## src/rtl/clk_div_sched_if.sv

```systemverilog
// Divisor configuration channel for clk_div_sched.
// The master offers a divisor (cfg_valid/cfg_div) and the divider answers
// with cfg_ready and a one-cycle cfg_err pulse for rejected values.
interface clk_div_sched_if #(
    parameter int WIDTH = 8
);
    logic             cfg_valid;
    logic [WIDTH-1:0] cfg_div;
    logic             cfg_ready;
    logic             cfg_err;

    modport master (
        output cfg_valid,
        output cfg_div,
        input  cfg_ready,
        input  cfg_err
    );

    modport slave (
        input  cfg_valid,
        input  cfg_div,
        output cfg_ready,
        output cfg_err
    );
endinterface

```

## src/rtl/clk_div_sched.sv

```systemverilog
// clk_div_sched: run-time controlled integer clock divider (divisor 2..2^WIDTH-1).
// New divisors arrive over a valid/ready channel and are applied only at a
// period boundary; en starts and stops the output on whole periods.
// Optional build macro CLK_DIV_SCHED_DUTY50_EN adds a negedge flop so odd
// divisors get an exact 50% duty cycle; without it clk_out = pos_q only.
module clk_div_sched #(
    parameter int WIDTH       = 8,
    parameter int DEFAULT_DIV = 5
) (
    input  logic                 clk_in,
    input  logic                 rst,
    input  logic                 en,
    clk_div_sched_if.slave       cfg,
    output logic                 clk_out,
    output logic                 running,
    output logic                 period_tick
);

    typedef enum logic [1:0] {
        IDLE = 2'd0,
        RUN  = 2'd1,
        STOP = 2'd2
    } state_t;

    state_t           state_q, state_d;
    logic [WIDTH-1:0] cnt_q, cnt_d;
    logic [WIDTH-1:0] div_q, div_d;
    logic [WIDTH-1:0] pend_q;
    logic             pend_v_q;
    logic             pos_q, pos_d;
    logic             tick_q, tick_d;
    logic             err_q;
    logic             running_q;
    logic             boundary;
    logic             load;
    logic             accept;
    logic             bad_div;

    // Next-state of the period counter / FSM; the high phase uses the divisor
    // that will be in force after this edge so a reload shapes its first period.
    always_comb begin
        boundary = (cnt_q == (div_q - 1'b1));
        accept   = cfg.cfg_valid & ~pend_v_q;
        bad_div  = (cfg.cfg_div < WIDTH'(2));
        state_d  = state_q;
        cnt_d    = cnt_q;
        div_d    = div_q;
        load     = 1'b0;
        tick_d   = 1'b0;
        case (state_q)
            IDLE: begin
                cnt_d = '0;
                load  = pend_v_q;
                if (en) begin
                    state_d = RUN;
                    tick_d  = 1'b1;
                end
            end
            RUN, STOP: begin
                if (boundary) begin
                    cnt_d = '0;
                    load  = pend_v_q;
                    if (en) begin
                        state_d = RUN;
                        tick_d  = 1'b1;
                    end else begin
                        state_d = IDLE;
                    end
                end else begin
                    cnt_d   = cnt_q + 1'b1;
                    state_d = en ? RUN : STOP;
                end
            end
            default: begin
                state_d = IDLE;
                cnt_d   = '0;
            end
        endcase
        if (load) begin
            div_d = pend_q;
        end
        pos_d = (state_d != IDLE) && (cnt_d < (div_d >> 1));
    end

    // FSM, counter, divisor/pending registers and all registered outputs.
    always_ff @(posedge clk_in or posedge rst) begin
        if (rst) begin
            state_q   <= IDLE;
            cnt_q     <= '0;
            div_q     <= WIDTH'(DEFAULT_DIV);
            pend_q    <= '0;
            pend_v_q  <= 1'b0;
            pos_q     <= 1'b0;
            tick_q    <= 1'b0;
            err_q     <= 1'b0;
            running_q <= 1'b0;
        end else begin
            state_q   <= state_d;
            cnt_q     <= cnt_d;
            div_q     <= div_d;
            pos_q     <= pos_d;
            tick_q    <= tick_d;
            running_q <= (state_d != IDLE);
            err_q     <= accept & bad_div;
            // A load clears the slot; a transfer can only happen while empty.
            if (load) begin
                pend_v_q <= 1'b0;
            end
            if (accept && !bad_div) begin
                pend_q   <= cfg.cfg_div;
                pend_v_q <= 1'b1;
            end
        end
    end

    assign cfg.cfg_ready = ~pend_v_q;
    assign cfg.cfg_err   = err_q;
    assign running       = running_q;
    assign period_tick   = tick_q;

`ifdef CLK_DIV_SCHED_DUTY50_EN
    logic neg_q;

    // Half-cycle delayed copy of pos_q that stretches odd-divisor pulses.
    always_ff @(negedge clk_in or posedge rst) begin
        if (rst) begin
            neg_q <= 1'b0;
        end else begin
            neg_q <= pos_q;
        end
    end

    assign clk_out = pos_q | (neg_q & div_q[0]);
`else
    assign clk_out = pos_q;
`endif

endmodule

```

## src/flat_wrapper.sv

```systemverilog
// flat-port wrapper written by rule: the top's interface ports become plain ports
module clk_div_sched_flat 
#(
    parameter int WIDTH       = 8,
    parameter int DEFAULT_DIV = 5
)
  (clk_in, rst, en, clk_out, running, period_tick, cfg_cfg_valid, cfg_cfg_div, cfg_cfg_ready, cfg_cfg_err);
  clk_div_sched_if #(.WIDTH(WIDTH)) cfg_i ();
  input  logic clk_in;
  input  logic rst;
  input  logic en;
  output logic clk_out;
  output logic running;
  output logic period_tick;
  input wire logic [$bits(cfg_i.cfg_valid)-1:0] cfg_cfg_valid;
  input wire logic [$bits(cfg_i.cfg_div)-1:0] cfg_cfg_div;
  output wire logic [$bits(cfg_i.cfg_ready)-1:0] cfg_cfg_ready;
  output wire logic [$bits(cfg_i.cfg_err)-1:0] cfg_cfg_err;
  assign cfg_i.cfg_valid = cfg_cfg_valid;
  assign cfg_i.cfg_div = cfg_cfg_div;
  assign cfg_cfg_ready = cfg_i.cfg_ready;
  assign cfg_cfg_err = cfg_i.cfg_err;
  clk_div_sched #(.WIDTH(WIDTH), .DEFAULT_DIV(DEFAULT_DIV)) u_core (.clk_in(clk_in), .rst(rst), .en(en), .cfg(cfg_i), .clk_out(clk_out), .running(running), .period_tick(period_tick));
endmodule
```

## config.mk

```make
export PLATFORM = sky130hd
export DESIGN_NAME = clk_div_sched_flat
export DESIGN_NICKNAME = d
export VERILOG_FILES = /design/src/rtl/clk_div_sched_if.sv /design/src/rtl/clk_div_sched.sv /design/src/flat_wrapper.sv
export SDC_FILE = /design/constraint.sdc
export NUM_CORES = 1
export LEC_CHECK = 0
export CAP_MARGIN = 25
export CORE_UTILIZATION = 42
export CTS_CLUSTER_SIZE = 30
export DETAILED_ROUTE_END_ITERATION = 8
export PLACE_DENSITY_LB_ADDON = 0.2
export RECOVER_POWER = 50
export SETUP_SLACK_MARGIN = 0.15
export SYNTH_ARGS = -nofsm -noshare
export SYNTH_HDL_FRONTEND = slang
export SYNTH_SLANG_ARGS = --single-unit
```

## constraint.sdc

```tcl
create_clock -name clk_in -period 2.91 [get_ports clk_in]
set_input_delay 0.291 -clock clk_in [delete_from_list [all_inputs] [get_ports clk_in]]
set_output_delay 0.291 -clock clk_in [all_outputs]
set_load 0.03 [all_outputs]
```

======== Word level (Yosys, flattened, before mapping) ========
Cells that the tools add are included.
storage, ports and cells
  bits in latches ......................... 0
  output and inout bits ................... 5
  memory bits (writable) .................. 0
  ROM bits ................................ 0
  flip-flop bits (word level) ............. 31
  memories kept ........................... 0
  logic and storage cells ................. 42
cells by class
  bitwise logic cells ..................... 3
  divide/modulo/power cells ............... 0
  add/sub/neg operators ................... 2
  shifts and indexed selects .............. 0
  reductions and logical operators ........ 7
  $mul .................................... 0
  equality and inequality tests ........... 3
  order comparisons ....................... 2
  multiplexer cells ....................... 15
operators by type and width
  operator               number
  $mux W8                3
  $add A8 B1 Y8 const B  1
  $eq A8 B8 Y1           1
  $lt A8 B2 Y1 const B   1
  $lt A8 B7 Y1           1
  $sub A8 B1 Y8 const B  1
  $mux W1                6
  $mux W2                3
  $pmux W1 S2            2
  $pmux W2 S2            1
  $reduce_bool A2 Y1     2
  $and A1 B1 Y1          2
  $eq A2 B1 Y1 const B   1
  $eq A2 B2 Y1 const B   1
  $logic_and A1 B1 Y1    2
  $logic_not A2 Y1       1
  $reduce_or A2 Y1       1
  $logic_not A1 Y1       1
  $not A1 Y1             1

======== Logic depth before layout (Yosys ltp) ========
Gate-level depths: netlist of run 1.
  depth in word-level cells ............... 7
  mapped depth ............................ 16
  gate-level depth less buffers ........... 15

======== Worst setup path before layout of run 1 ========
No wires, ideal clock.
  path type ............................... reg2reg
  start point ............................. reg u_core.div_q[2]
  end point ............................... reg u_core.pos_q (netlist: u_core.clk_out)
  setup time .............................. 0.122 ns
  stages on the path, launching flop included .. 14
  clock period less this slack ............ 3.184 ns
  data arrival time ....................... 3.062 ns
  path slack .............................. -0.274 ns
  cell sequence ........................... dfstp_2 > buf_6 > or4_4 > nor2_2 > xnor2_1 > a211oi_2 > a41oi_4 > buf_6 > mux2i_1 > ha_1 > nand4_1 > o21bai_1 > or2_2 > o2111a_1
between the ends
  word-level cells in the longest chain between the ends .. 7
RTL lines
  what                    RTL line              text
  from (decl)             clk_div_sched.sv:27   logic [WIDTH-1:0] div_q, div_d;
  from (signal assigned)  clk_div_sched.sv:90   div_q <= WIDTH'(DEFAULT_DIV);
  from (signal assigned)  clk_div_sched.sv:100  div_q <= div_d;
  $sub A8 B1 Y8           clk_div_sched.sv:42   boundary = (cnt_q == (div_q - 1'b1));
  $eq A8 B8 Y1            clk_div_sched.sv:42
  $mux W1                 clk_div_sched.sv:60   if (boundary) begin
  $pmux W1 S2             clk_div_sched.sv:50   case (state_q)
  $mux W8                 clk_div_sched.sv:79   if (load) begin
  $lt A8 B7 Y1            clk_div_sched.sv:82   pos_d = (state_d != IDLE) && (cnt_d < (div_d >> 1));
  $logic_and A1 B1 Y1 *   clk_div_sched.sv:82
  named net u_core.pos_d  clk_div_sched.sv:30   logic pos_q, pos_d;
  to (signal assigned)    clk_div_sched.sv:101  pos_q <= pos_d;
  to (decl)               clk_div_sched.sv:30
The timed path passes the listed nets; every way through them passes the cells marked *.
A chain may end at the register's enable or synchronous reset.

======== Final worst setup path of run 1 ========
  start point ............................. reg u_core.div_q[1]
  end point ............................... reg u_core.pos_q (netlist: u_core.clk_out)
Same word-level chain as after synthesis.

==> results of run 1 <==
power by group through the flow:
| stage | registers [mW] | logic (mW) | clock network (mW) |
|---|---|---|---|
| 6_report | 0.790 | 1.71 | 0.369 |
| 3_3_place_gp | 0.783 | 1.48 | 0 |
| 4_1_cts | 0.785 | 1.65 | 0.382 |
| 5_1_grt | 0.811 | 1.85 | 0.400 |
| 3_5_place_dp | 0.795 | 1.51 | 0 |
| 2_1_floorplan | 0.791 | 0.983 | 0 |
state kept, by name, indices dropped and copies added, names as in the netlist:
signal,cells
u_core.cfg.cfg_err,1
u_core.clk_out,1
u_core.cnt_q,8
u_core.div_q,8
u_core.pend_q,8
u_core.pend_v_q,1
u_core.period_tick,1
u_core.running,1
u_core.state_q,2
placed cells by master, fill, tap and decap left out, types with 2 or more instances in the layout:
cell type | netlist | layout
o211ai_1 | 2 | 2
and3_1 | 4 | 4
clkbuf_8 | 0 | 7
nor2_2 | 2 | 2
clkbuf_1 | 2 | 3
o21ai_0 | 4 | 3
or4_4 | 1 | 2
dlygate4sd3_1 | 0 | 2
o31ai_1 | 3 | 3
inv_2 | 0 | 2
inv_1 | 11 | 9
mux2_4 | 3 | 3
nand2_1 | 7 | 7
xnor2_1 | 10 | 8
mux2_2 | 10 | 10
xor2_1 | 8 | 8
mux2i_1 | 6 | 5
a21oi_1 | 7 | 6
nor2_1 | 12 | 11
nand3_1 | 7 | 6
mux2_1 | 2 | 2
nor3_1 | 4 | 4
ha_1 | 10 | 9
dfrtp_1 | 29 | 28
a211oi_1 | 2 | 2
buf_4 | 0 | 30
xnor2_2 | 0 | 2
dfstp_2 | 2 | 2
clkdlybuf4s50_1 | 0 | 14
stage by stage:
step	TNS (ns)	hold WS, ns	utilization	cell area (sq um)	setup slack (ns)
floorplan	-0.1618	0.3578	-	1894	-0.1618
global placement	-0.2603	0.4823	0.5566	2275	-0.2603
detailed placement	-0.3482	0.4844	0.5566	2275	-0.3482
CTS	-0.2648	0.3837	0.5989	2447	-0.2648
global route	-0.5763	0.5282	0.6032	2465	-0.5763
finish	-0.3480	0.4985	0.6032	2465	-0.3480
critical path, cell delays in order (launching register included):
cell and delay (ns):
dfrtp_2 0.43, or4_1 0.57, nor2_2 0.13, xnor2_1 0.17, nor2_2 0.10, a41oi_4 0.26, buf_6 0.16, mux2i_2 0.22
ha_1 0.28, a21oi_1 0.15, o21ai_1 0.11, o21bai_1 0.17, o31ai_1 0.22, o2111a_1 0.23
cell type report:
type / count / area [sq um] / share of cell area
inverter: 11 / 41.29 / 0.01675
clock buffer: 8 / 100.1 / 0.04061
timing repair buffer: 49 / 404.1 / 0.1640
tap: 50 / 62.56 / 0.02538
sequential: 31 / 779.5 / 0.3162
multi-input combinational: 124 / 1077 / 0.4371
path summary, 6_finish.rpt:
check                           startpoint                 end  cells past startpoint
max                        u_core.div_q[1]      u_core.clk_out                     13
min                        u_core.pend_v_q  u_core.cfg.cfg_err                      1
max reg2reg                u_core.div_q[1]      u_core.clk_out                     13
min reg2reg                u_core.pend_v_q  u_core.cfg.cfg_err                      1
max in group asynchronous              rst     u_core.div_q[1]                      3
min in group asynchronous              rst  u_core.cfg.cfg_err                      3
layer usage:
metal / up-vias / track usage
met5: - / 0
met4: 0 / 0.1198
met3: 14 / 0.04833
met2: 33 / 0.3689
met1: 726 / 0.2761
li1: 709 / -
cell families (layout without fill, tap and decap cells):
group	after synthesis	in the layout	synth area share
buf+inv	15	68	0.03880
compound gates	28	28	0.1171
fa+ha+maj	10	10	0.06807
flops	31	31	0.4234
simple gates	47	47	0.1362
mux	21	21	0.1307
xor+xnor	18	18	0.08577
repair_timing:
| item | 4_1_cts | 5_1_grt |
|---|---|---|
| hold buffers | 0 | 0 |
| setup buffers | 7 | 1 |
| resized for setup | 5 | 4 |
| endpoints found under the setup margin | 1 | 1 |
| pin swaps | 6 | 2 |
==> summary.md, run 1 <==
| Metric | Value |
|---|---|
| Result of the run | finished with violations |
| Failing checks | max-capacitance violations, max-slew violations, negative setup slack |
| Most repeated cell in the gate-level netlist after synthesis | dfrtp_1 |
| Port-buffer cells | 16 |
| Share of async-settable or async-resettable flops after synthesis | 1.000 |
| Mean area per synthesized cell | 10.81 sq um |
| TritonRoute pass-1 iters | 4 |
| Synth top cells by count | dfrtp_1 (29), nor2_1 (12), inv_1 (11) |
| CTS Buffer Depth | 2 |
| Final antenna-violating net count | 0 |
| Number of inserted filler cells in the final layout | 345 |
| Clock network fraction of total power | 0.129 |
| Fraction of power spent switching nets | 0.4103 |
| Synthesized Nets | 192 |
| Internal portion of total power | 1.690 mW |
| Post-DP HPWL | 3259 microns |
| Leakage power of the design | 1.090 nW |
| Synthesis-to-finish area growth | 34.10% |
| Met3 Wirelength | 159 microns |
| HP Class | reg -> reg |
| Dpl cells | 257 |
| F_max | 306.9 MHz |
| H-tree depth reported by CTS | 2 |
| Die Y | 68.16 microns |
| Pin count of the biggest net entering global routing | 32 |
| Number of cells in the finished layout apart from fillers | 273 |
| Residual overflow from global routing | 0 |
| Psw | 1.176 mW |
| CTS tree | built |
| Die outline width | 68.16 microns |
| CP arrival | 3.48 ns |
| Number of antenna violations at the first check in global routing | 0 |
| Number of buffers added by the clock tree synthesis step | 5 |
| Number of synthesized flops with an enable pin | 0 |
| Met2 wirelength from detailed routing | 2209 microns |
| Routability congestion estimate from global placement | 0.8374 |
| Peak VDD IR | 0.0005708 V |
| Number of nets in the layout | 244 |
| Shortest clock period the worst path allows after layout | 3.258 ns |
| Clock latency reported for the late side of the worst-skew pair | 0.28 ns |
| Area share of the largest cell type after synthesis | 0.3948 |
| Reg-to-reg slack, setup | -0.35 ns |
| Critical path start-end classification | reg -> reg |
| Clock transition at the registers of the reported paths | 0.06 ns |
| DR WL/cell | 16.29 microns |
| Max Cap Viol | 1 |
| Sequential power share | 0.276 |
| Final period utilization | 1.120 |
| Met1 wire length | 1944 microns |
| Netlist cell types | 42 |
| Wirelength, routed | 4446 microns |
| Number of antenna cells inserted | 0 |
| Boundary Pins | 17 |
| Via total after detailed routing | 1482 |
| Max layer used | met4 |
| Global-route wire length before repair | 7403 microns |
| Data required time of the worst path | 3.13 ns |
| Post-layout worst setup margin | -0.3480 ns |
| Synthesis Warnings | 0 |
| Cell area power density | 1163 nW/um^2 |
| Detailed-route DRC error count | 0 |
| Share of final-layout standard cells stronger than drive strength 1 | 0.3274 |
| Final Slew Violations | 32 |
| Synth area leaders | dfrtp_1 (39%), ha_1 (6.8%), mux2_2 (6.1%) |
| Initial core utilization | 0.4498 |
| Share of power burned in combinational logic | 0.595 |
| Critical path launch point type | flip-flop |
| Worst clock skew on the final layout | 0.002786 ns |
| Sequential area share after synthesis | 0.4234 |
| Pwr Total | 2.867 mW |
| Vias per std cell | 5.429 |
| Global routing usage summed across all routing layers | 0.2255 |
| Starting DRT DRC Count | 52 |
| Sort of element at the end of the critical path | flip-flop |
| TritonCTS Sinks | 31 |
| Overall die area | 4645 sq um |
| Setup repair after global routing missed its margin | yes |
| Vias in the first global route | 1619 |
| Final Hold Vio Count | 0 |
| Rel. slew slack | -0.09137 |
| CTS root buffer | clkbuf_8 |
| Post-synthesis instance area | 1838 sq um |
| Slew at the pin with the worst max-slew slack | 1.637 ns |
| Syn Inst Count | 170 |
| Number of endpoints failing setup at the final stage | 1 |
| Cell taking the most area after synthesis | dfrtp_1 |
| Rows | 23 |
| Crit-path max FO | 6 |
| Post-synthesis register bit count | 31 |
| Main synth FF type | dfrtp_1 |
| Core box area | 4086 sq um |
Note: power is estimated with default switching activity, not from simulation.
==> run 2: changes to the inputs <==
- TNS_END_PERCENT: default -> 10
==> results of run 2 <==
Final layout, timing and power as in run 1 (identical DEF).
